## config.mk

```make
export PLATFORM = sky130hd
export DESIGN_NAME = jtag_tap_ctrl_flat
export DESIGN_NICKNAME = d
export VERILOG_FILES = /design/src/rtl/jtag_pkg.sv /design/src/rtl/jtag_tap_ctrl_if.sv /design/src/rtl/jtag_tap_fsm.sv /design/src/rtl/jtag_tap_ctrl.sv /design/src/flat_wrapper.sv
export SDC_FILE = /design/constraint.sdc
export NUM_CORES = 1
export LEC_CHECK = 0
export ABC_AREA = 1
export CORE_AREA = 4 4 61 63
export DETAILED_ROUTE_END_ITERATION = 10
export DIE_AREA = 0 0 65 67
export DONT_BUFFER_PORTS = 1
export PLACE_DENSITY = 0.45
export SYNTH_ARGS = -nofsm -noshare
export SYNTH_HDL_FRONTEND = slang
export SYNTH_SLANG_ARGS = --single-unit
```

## constraint.sdc

```tcl
create_clock -name TCK -period 1 [get_ports TCK]
set_input_delay 0.2 -clock TCK [delete_from_list [all_inputs] [get_ports TCK]]
set_output_delay 0.2 -clock TCK [all_outputs]
set_load 0.05 [all_outputs]
```

## src/rtl/jtag_pkg.sv

```systemverilog
// Shared TAP definitions: 1149.1 state encoding, instruction classes, opcodes
// and the Capture-IR pattern (sliced to IR_WIDTH by the users).
package jtag_pkg;

    typedef enum logic [3:0] {
        TLR     = 4'h0,
        RTI     = 4'h1,
        SelDR   = 4'h2,
        CapDR   = 4'h3,
        ShDR    = 4'h4,
        Ex1DR   = 4'h5,
        PauseDR = 4'h6,
        Ex2DR   = 4'h7,
        UpdDR   = 4'h8,
        SelIR   = 4'h9,
        CapIR   = 4'hA,
        ShIR    = 4'hB,
        Ex1IR   = 4'hC,
        PauseIR = 4'hD,
        Ex2IR   = 4'hE,
        UpdIR   = 4'hF
    } tapStateE;

    typedef enum logic [1:0] {
        InstrExtest,
        InstrSample,
        InstrIdcode,
        InstrBypass
    } instrE;

    localparam logic [7:0] opExtest     = 8'h00;
    localparam logic [7:0] opSample     = 8'h01;
    localparam logic [7:0] opIdcode     = 8'h02;
    localparam logic [7:0] capIrPattern = 8'h01;

endpackage

```

## src/rtl/jtag_tap_ctrl_if.sv

```systemverilog
// TAP serial pins plus boundary-chain control bundle.
// master = tester/boundary-chain side, slave = TAP controller.
interface jtag_tap_ctrl_if;
    logic TMS;
    logic TDI;
    logic TDO;
    logic TDO_EN;
    logic ScanIn;
    logic ScanOut;
    logic ShiftDR;
    logic CaptureDR;
    logic UpdateDR;
    logic Mode;

    modport master (
        output TMS, TDI, ScanOut,
        input  TDO, TDO_EN, ScanIn, ShiftDR, CaptureDR, UpdateDR, Mode
    );

    modport slave (
        input  TMS, TDI, ScanOut,
        output TDO, TDO_EN, ScanIn, ShiftDR, CaptureDR, UpdateDR, Mode
    );
endinterface

```

## src/rtl/jtag_tap_fsm.sv

```systemverilog
// IEEE 1149.1 TAP state register and next-state logic, advanced on posedge tck
// with a synchronous active-low reset to Test-Logic-Reset.
module jtag_tap_fsm
    import jtag_pkg::*;
(
    input  logic     tck,
    input  logic     trstN,
    input  logic     tms,
    output tapStateE state
);

    always_ff @(posedge tck) begin
        if (!trstN) begin
            state <= TLR;
        end else begin
            case (state)
                TLR:                 state <= tms ? TLR     : RTI;
                RTI, UpdDR, UpdIR:   state <= tms ? SelDR   : RTI;
                SelDR:               state <= tms ? SelIR   : CapDR;
                SelIR:               state <= tms ? TLR     : CapIR;
                CapDR, ShDR:         state <= tms ? Ex1DR   : ShDR;
                Ex1DR:               state <= tms ? UpdDR   : PauseDR;
                PauseDR:             state <= tms ? Ex2DR   : PauseDR;
                Ex2DR:               state <= tms ? UpdDR   : ShDR;
                CapIR, ShIR:         state <= tms ? Ex1IR   : ShIR;
                Ex1IR:               state <= tms ? UpdIR   : PauseIR;
                PauseIR:             state <= tms ? Ex2IR   : PauseIR;
                Ex2IR:               state <= tms ? UpdIR   : ShIR;
                default:             state <= TLR;
            endcase
        end
    end

endmodule

```

## src/rtl/jtag_tap_ctrl.sv

```systemverilog
// JTAG TAP controller: IR, bypass, optional 32-bit ID register (JTAG_IDCODE_EN)
// and boundary-chain control decode. Posedge capture/shift, negedge TDO/IR latch.
module jtag_tap_ctrl
    import jtag_pkg::*;
#(
    parameter int unsigned IR_WIDTH     = 4,
    parameter logic [31:0] IDCODE_VALUE = 32'h020F_30DD
) (
    input logic TCK,
    input logic TRST_N,
    jtag_tap_ctrl_if.slave tap
);

    if (IR_WIDTH < 2 || IR_WIDTH > 8) begin : gIrWidthCheck
        $error("jtag_tap_ctrl: IR_WIDTH must be within 2..8");
    end
    if (IDCODE_VALUE[0] != 1'b1) begin : gIdcodeLsbCheck
        $error("jtag_tap_ctrl: IDCODE_VALUE bit 0 must be 1");
    end

    localparam logic [IR_WIDTH-1:0] irSample  = opSample[IR_WIDTH-1:0];
    localparam logic [IR_WIDTH-1:0] irCapture = capIrPattern[IR_WIDTH-1:0];
`ifdef JTAG_IDCODE_EN
    localparam logic [IR_WIDTH-1:0] irIdcode  = opIdcode[IR_WIDTH-1:0];
    localparam logic [IR_WIDTH-1:0] irReset   = irIdcode;
`else
    localparam logic [IR_WIDTH-1:0] irReset   = '1;
`endif

    tapStateE            state;
    logic [IR_WIDTH-1:0] irShift;
    logic [IR_WIDTH-1:0] irLatch;
    logic                bypassBit;
    logic                tdoQ;
    logic                tdoEnQ;
    instrE               instr;
    logic                bsrSel;
`ifdef JTAG_IDCODE_EN
    logic [31:0]         idShift;
`endif

    jtag_tap_fsm uFsm (
        .tck   (TCK),
        .trstN (TRST_N),
        .tms   (tap.TMS),
        .state (state)
    );

    always_comb begin
        instr = InstrBypass;
        if (irLatch == opExtest[IR_WIDTH-1:0]) begin
            instr = InstrExtest;
        end else if (irLatch == irSample) begin
            instr = InstrSample;
        end
`ifdef JTAG_IDCODE_EN
        else if (irLatch == irIdcode) begin
            instr = InstrIdcode;
        end
`endif
    end

    assign bsrSel = (instr == InstrExtest) || (instr == InstrSample);

    // Controls are gated by TRST_N so they read 0 for the whole reset window,
    // including before the first sampling edge.
    assign tap.ShiftDR   = TRST_N & bsrSel & (state == ShDR);
    assign tap.CaptureDR = TRST_N & bsrSel & (state == CapDR);
    assign tap.UpdateDR  = TRST_N & bsrSel & (state == UpdDR);
    assign tap.Mode      = TRST_N & (instr == InstrExtest);
    assign tap.ScanIn    = tap.TDI;
    assign tap.TDO       = tdoQ;
    assign tap.TDO_EN    = tdoEnQ;

    always_ff @(posedge TCK) begin
        if (!TRST_N) begin
            irShift   <= '0;
            bypassBit <= 1'b0;
        end else begin
            case (state)
                CapIR:   irShift   <= irCapture;
                ShIR:    irShift   <= {tap.TDI, irShift[IR_WIDTH-1:1]};
                CapDR:   bypassBit <= 1'b0;
                ShDR:    bypassBit <= tap.TDI;
                default: ;
            endcase
        end
    end

`ifdef JTAG_IDCODE_EN
    always_ff @(posedge TCK) begin
        if (!TRST_N || state == CapDR) begin
            idShift <= IDCODE_VALUE;
        end else if (state == ShDR && instr == InstrIdcode) begin
            idShift <= {tap.TDI, idShift[31:1]};
        end
    end
`endif

    always_ff @(negedge TCK) begin
        if (!TRST_N || state == TLR) begin
            irLatch <= irReset;
        end else if (state == UpdIR) begin
            irLatch <= irShift;
        end

        if (!TRST_N) begin
            tdoQ   <= 1'b0;
            tdoEnQ <= 1'b0;
        end else begin
            tdoEnQ <= (state == ShDR) || (state == ShIR);
            case (state)
                ShIR: tdoQ <= irShift[0];
                ShDR: begin
                    case (instr)
                        InstrExtest, InstrSample: tdoQ <= tap.ScanOut;
`ifdef JTAG_IDCODE_EN
                        InstrIdcode:              tdoQ <= idShift[0];
`endif
                        default:                  tdoQ <= bypassBit;
                    endcase
                end
                default: tdoQ <= 1'b0;
            endcase
        end
    end

endmodule

```

## src/flat_wrapper.sv

```systemverilog
// flat-port wrapper written by rule: the top's interface ports become plain ports
module jtag_tap_ctrl_flat import jtag_pkg::*;
#(
    parameter int unsigned IR_WIDTH     = 4,
    parameter logic [31:0] IDCODE_VALUE = 32'h020F_30DD
)
  (TCK, TRST_N, tap_TMS, tap_TDI, tap_ScanOut, tap_TDO, tap_TDO_EN, tap_ScanIn, tap_ShiftDR, tap_CaptureDR, tap_UpdateDR, tap_Mode);
  jtag_tap_ctrl_if tap_i ();
  input logic TCK;
  input logic TRST_N;
  input wire logic [$bits(tap_i.TMS)-1:0] tap_TMS;
  input wire logic [$bits(tap_i.TDI)-1:0] tap_TDI;
  input wire logic [$bits(tap_i.ScanOut)-1:0] tap_ScanOut;
  output wire logic [$bits(tap_i.TDO)-1:0] tap_TDO;
  output wire logic [$bits(tap_i.TDO_EN)-1:0] tap_TDO_EN;
  output wire logic [$bits(tap_i.ScanIn)-1:0] tap_ScanIn;
  output wire logic [$bits(tap_i.ShiftDR)-1:0] tap_ShiftDR;
  output wire logic [$bits(tap_i.CaptureDR)-1:0] tap_CaptureDR;
  output wire logic [$bits(tap_i.UpdateDR)-1:0] tap_UpdateDR;
  output wire logic [$bits(tap_i.Mode)-1:0] tap_Mode;
  assign tap_i.TMS = tap_TMS;
  assign tap_i.TDI = tap_TDI;
  assign tap_i.ScanOut = tap_ScanOut;
  assign tap_TDO = tap_i.TDO;
  assign tap_TDO_EN = tap_i.TDO_EN;
  assign tap_ScanIn = tap_i.ScanIn;
  assign tap_ShiftDR = tap_i.ShiftDR;
  assign tap_CaptureDR = tap_i.CaptureDR;
  assign tap_UpdateDR = tap_i.UpdateDR;
  assign tap_Mode = tap_i.Mode;
  jtag_tap_ctrl #(.IR_WIDTH(IR_WIDTH), .IDCODE_VALUE(IDCODE_VALUE)) u_core (.TCK(TCK), .TRST_N(TRST_N), .tap(tap_i));
endmodule
```

# Yosys cells after proc, flatten, opt, wreduce, memory -nomap -nowiden
# Cells that the tools add are included.
[totals]
regBits = 15
output_inout_bits = 7
[op_classes]
eq_ne = 17
mux = 19
bitwise = 5
reduce_logical = 13
[ops]
columns = ["operator", "count"]
rows = [
  ["case mux 4 bit (12 select lines)", 1],
  ["equality test 4 bit, second input constant", 8],
  ["equality test 4 x 3 -> 1 bit, second input constant", 4],
  ["two-way mux 4 bit", 4],
  ["two-way mux 2 bit", 5],
  ["equality test 4 x 1 -> 1 bit, second input constant", 2],
  ["equality test 4 x 2 -> 1 bit, second input constant", 2],
  ["logical NOT 4 bit", 2],
  ["case mux 4 bit (2 select lines)", 1],
  ["two-way mux 3 bit", 2],
  ["OR reduction 2 bit", 3],
  ["AND 1 bit", 5],
  ["two-way mux 1 bit", 4],
  ["case mux 1 bit (2 select lines)", 2],
  ["nonzero test 2 bit", 2],
  ["logical OR 1 bit", 3],
  ["OR reduction 3 bit", 1],
  ["equality test 2 x 1 -> 1 bit, second input constant", 1],
  ["logical NOT 2 bit", 1],
  ["logical NOT 1 bit", 1],
]

# Depth between registers and ports, before layout
[logic_depth]
ltp_word = 7
mapped_depth = 8
mapped_depth_nobuf = 8

# Modules after synthesis
# From an unflattened synthesis, not the netlist that was laid out.
[unflattened]
cells_unflattened = 136
hier_area_um2 = 857.1
[modules_own_cells]
columns = ["module", "n_inst", "cells_each", "area_each_um2", "seq_area_each_um2"]
rows = [
  ["jtag_tap_ctrl", 1, 76, 519.2, 220.2],
  ["jtag_tap_fsm", 1, 60, 337.8, 80.1],
]

==> flow_metrics.tcl <==
set metrics [dict create \
    hold_viol_final 0 \
    first_global_vias 926 \
    setup_slack_ns -1.009 \
    finish.utilization 0.5037 \
    first_pass_iters 4 \
    worst_pin_slew_ns 0.2036 \
    slowest_stage "dfxtp_2" \
    synth_nets 137 \
    cp-start-kind "register" \
    start_util 0.2536 \
    antenna_found_initial 0 \
    drtIter0Drc 28 \
    yosys.cell_count.top_type "nand2_1" \
    syn_area_um2 819.5 \
    clkLatencyLatePin_ns 0.37 \
    finalWirelength_um 2643 \
    vias_per_cell 4.370 \
    yosys_register_bits 15 \
    criticalPathCategory "reg2out" \
    drive_gt1_frac 0.6127 \
    grt_overflow_total 0 \
    total_power_mw 1.495 \
    startpoint "u_core.irLatch[3]$_SDFFE_NP1P_" \
    ctsLongestPathBuffers 2 \
    critical_path_arrival_ns 1.81 \
    ys_types 17 \
    grt_pass1_wl_um 4236 \
    place_inst 205 \
    synth_top_area_share 0.3664 \
    internal_power_mw 1.046 \
    required_ns 0.80 \
    pwr-share-seq 0.413 \
    r2r_start "u_core.uFsm.state[3]$_SDFF_PN0_" \
    die_h_um 67 \
    setup_violations 21 \
    setup_tns_ns -9.528 \
    skew_ns 0.06438 \
    dieWidth_um 65 \
    pwr-share-comb 0.159 \
    fillers 310 \
    ys_warn_count 0 \
    avgRoutedWirePerCell_um 12.07 \
    async_flop_share 0 \
    p_per_area_nw_per_um2 918.2 \
    grt_usage 0.1269 \
    dieArea_um2 4355 \
    worstHoldPathCells 1 \
    io_pins 12 \
    area_growth_pct 98.63 \
    drc 0 \
    synth_edf_count 0 \
    globalplace.congestion 0.8240 \
    clkTransAtPathRegs_ns 0.11 \
    synth.avg_cell_area_um2 6.209 \
    hpwl_um 1902 \
    crit_path_max_fanout 4 \
    rows 21 \
    port_buffers 0 \
    clock-root-buffer "clkbuf_4" \
    p_sw_uw 448.5 \
    synthCells 132 \
    core_area_um2 3232 \
    vias 957 \
    report.final.slew_viol_count 0 \
    end_kind "output pin" \
    slew_headroom 0.8639 \
    crit_chain "nor3_4, nand2_4, nor2_4, buf_12" \
    synth_top_cell_by_area "dfxtp_1" \
    instances_no_fill 219 \
    clock_sinks 15 \
    cts_tree "done" \
    critPathMaxStageDelay_ns 0.32 \
    clockPowerShare 0.428 \
    antenna_cells 0 \
    max_cap_violations 0 \
    worstRegToRegCells 7 \
    antenna_left 0 \
    synth-main-ff-cell "dfxtp_1" \
    hp-class "in2reg" \
    synth_common_cells "nand2_1, nor2_1, inv_1" \
    status "complete, but fails checks" \
    synth.yosys.seq_area_share 0.3664 \
    failed_checks "negative setup slack" \
    ir_drop_mv 0.3012 \
    htreeDepth 1 \
    grt_max_degree 11 \
    place_ws_ns -0.6491 \
    swShare 0.3001 \
    min_from "TRST_N" \
    cts-buffers-inserted 3 \
    layout.nets 179 \
    grt_setup_unrepaired "true" \
    p_leak_nw 0.7722 \
    ys_top_cells_by_area "dfxtp_1, nand2_1, nor2_1, inv_1, nand3_1" \
]
[sequential cells by signal (all words and copies together), names as in the netlist]
register           count
u_core.irShift         4
u_core.tap.TDO         1
u_core.uFsm.state      4
u_core.tap.TDO_EN      1
u_core.bypassBit       1
u_core.irLatch         4
[kinds of logic after synthesis]
family,Yosys count,synth area share
AO/OA/AOI/OAI,16,0.1084
buffers and inverters,20,0.1191
flip-flops,15,0.3664
AND/OR/NAND/NOR,81,0.4061
[power by group through the flow]
stage	registers [mW]	clock network, mW	logic (mW)
3_3_place_gp	0.626	0.0432	0.163
5_1_grt	0.619	0.692	0.256
6_report	0.618	0.640	0.237
4_1_cts	0.617	0.647	0.199
2_1_floorplan	0.629	0.0432	0.112
3_5_place_dp	0.627	0.0432	0.164
[critical path, delay by kind of cell, from the launching register on]
kind / cells / cell delay [ns]
buffers and inverters: 1 / 0.14
DFF: 1 / 0.32
and+or+nand+nor: 3 / 0.48
[layout by cell type, fill, tap and decap left out, drive strengths merged]
cell / netlist / layout
nand2: 47 / 47
buf: 1 / 35
inv: 17 / 22
nor2: 18 / 18
dfxtp: 15 / 15
nand3: 12 / 12
a21oi: 9 / 9
clkbuf: 1 / 4
o21ai: 3 / 3
o211ai: 2 / 2
and2: 2 / 2
nor3: 1 / 1
a31oi: 1 / 1
a211oi: 1 / 1
nand4: 1 / 1
[what timing repair did]
item / CTS / global route
setup endpoints to repair: 21 / 21
hold buffers: 0 / 0
cloned: 0 / 0
resized for setup: 36 / 40
pin swaps: 18 / 20
buffers inserted: 5 / 5
[final cells by class]
type	instances	area, µm²	area share
clock buffers	4	47.55	0.02921
clock inverters	6	22.52	0.01384
inverters	16	82.58	0.05073
multi-input cells	97	715.7	0.4397
flip-flops and latches	15	325.3	0.1998
well taps	46	57.56	0.03536
repair buffers	35	376.6	0.2314
[path summary, 6_finish.rpt]
path / to / slack (ns)
worst max-delay path: tap_CaptureDR / -1.01
worst min-delay path: u_core.uFsm.state[2]$_SDFF_PN0_ / 0.02
worst max register to register: u_core.tap.TDO$_SDFF_NN0_ / -0.52
worst min register to register: u_core.irLatch[2]$_SDFFE_NP1P_ / 0.50
[routing by layer]
metal | part of all wire | track usage | vias up
li1 | - | - | 504
met3 | 0.041 | 0.02361 | 3
met4 | 0.0083 | 0.04222 | 0
met5 | 0 | 0 | -
met1 | 0.45 | 0.1660 | 434
met2 | 0.50 | 0.2082 | 16
[through the flow]
step	hold slack, ns	area (µm²)
3_5_place_dp	0.3338	1265
2_1_floorplan	0.3265	965.9
3_3_place_gp	0.3291	1265
5_1_grt	0.02404	1628
6_report	0.01681	1628
4_1_cts	0.01641	1488
(Power assumes the default switching activity.)
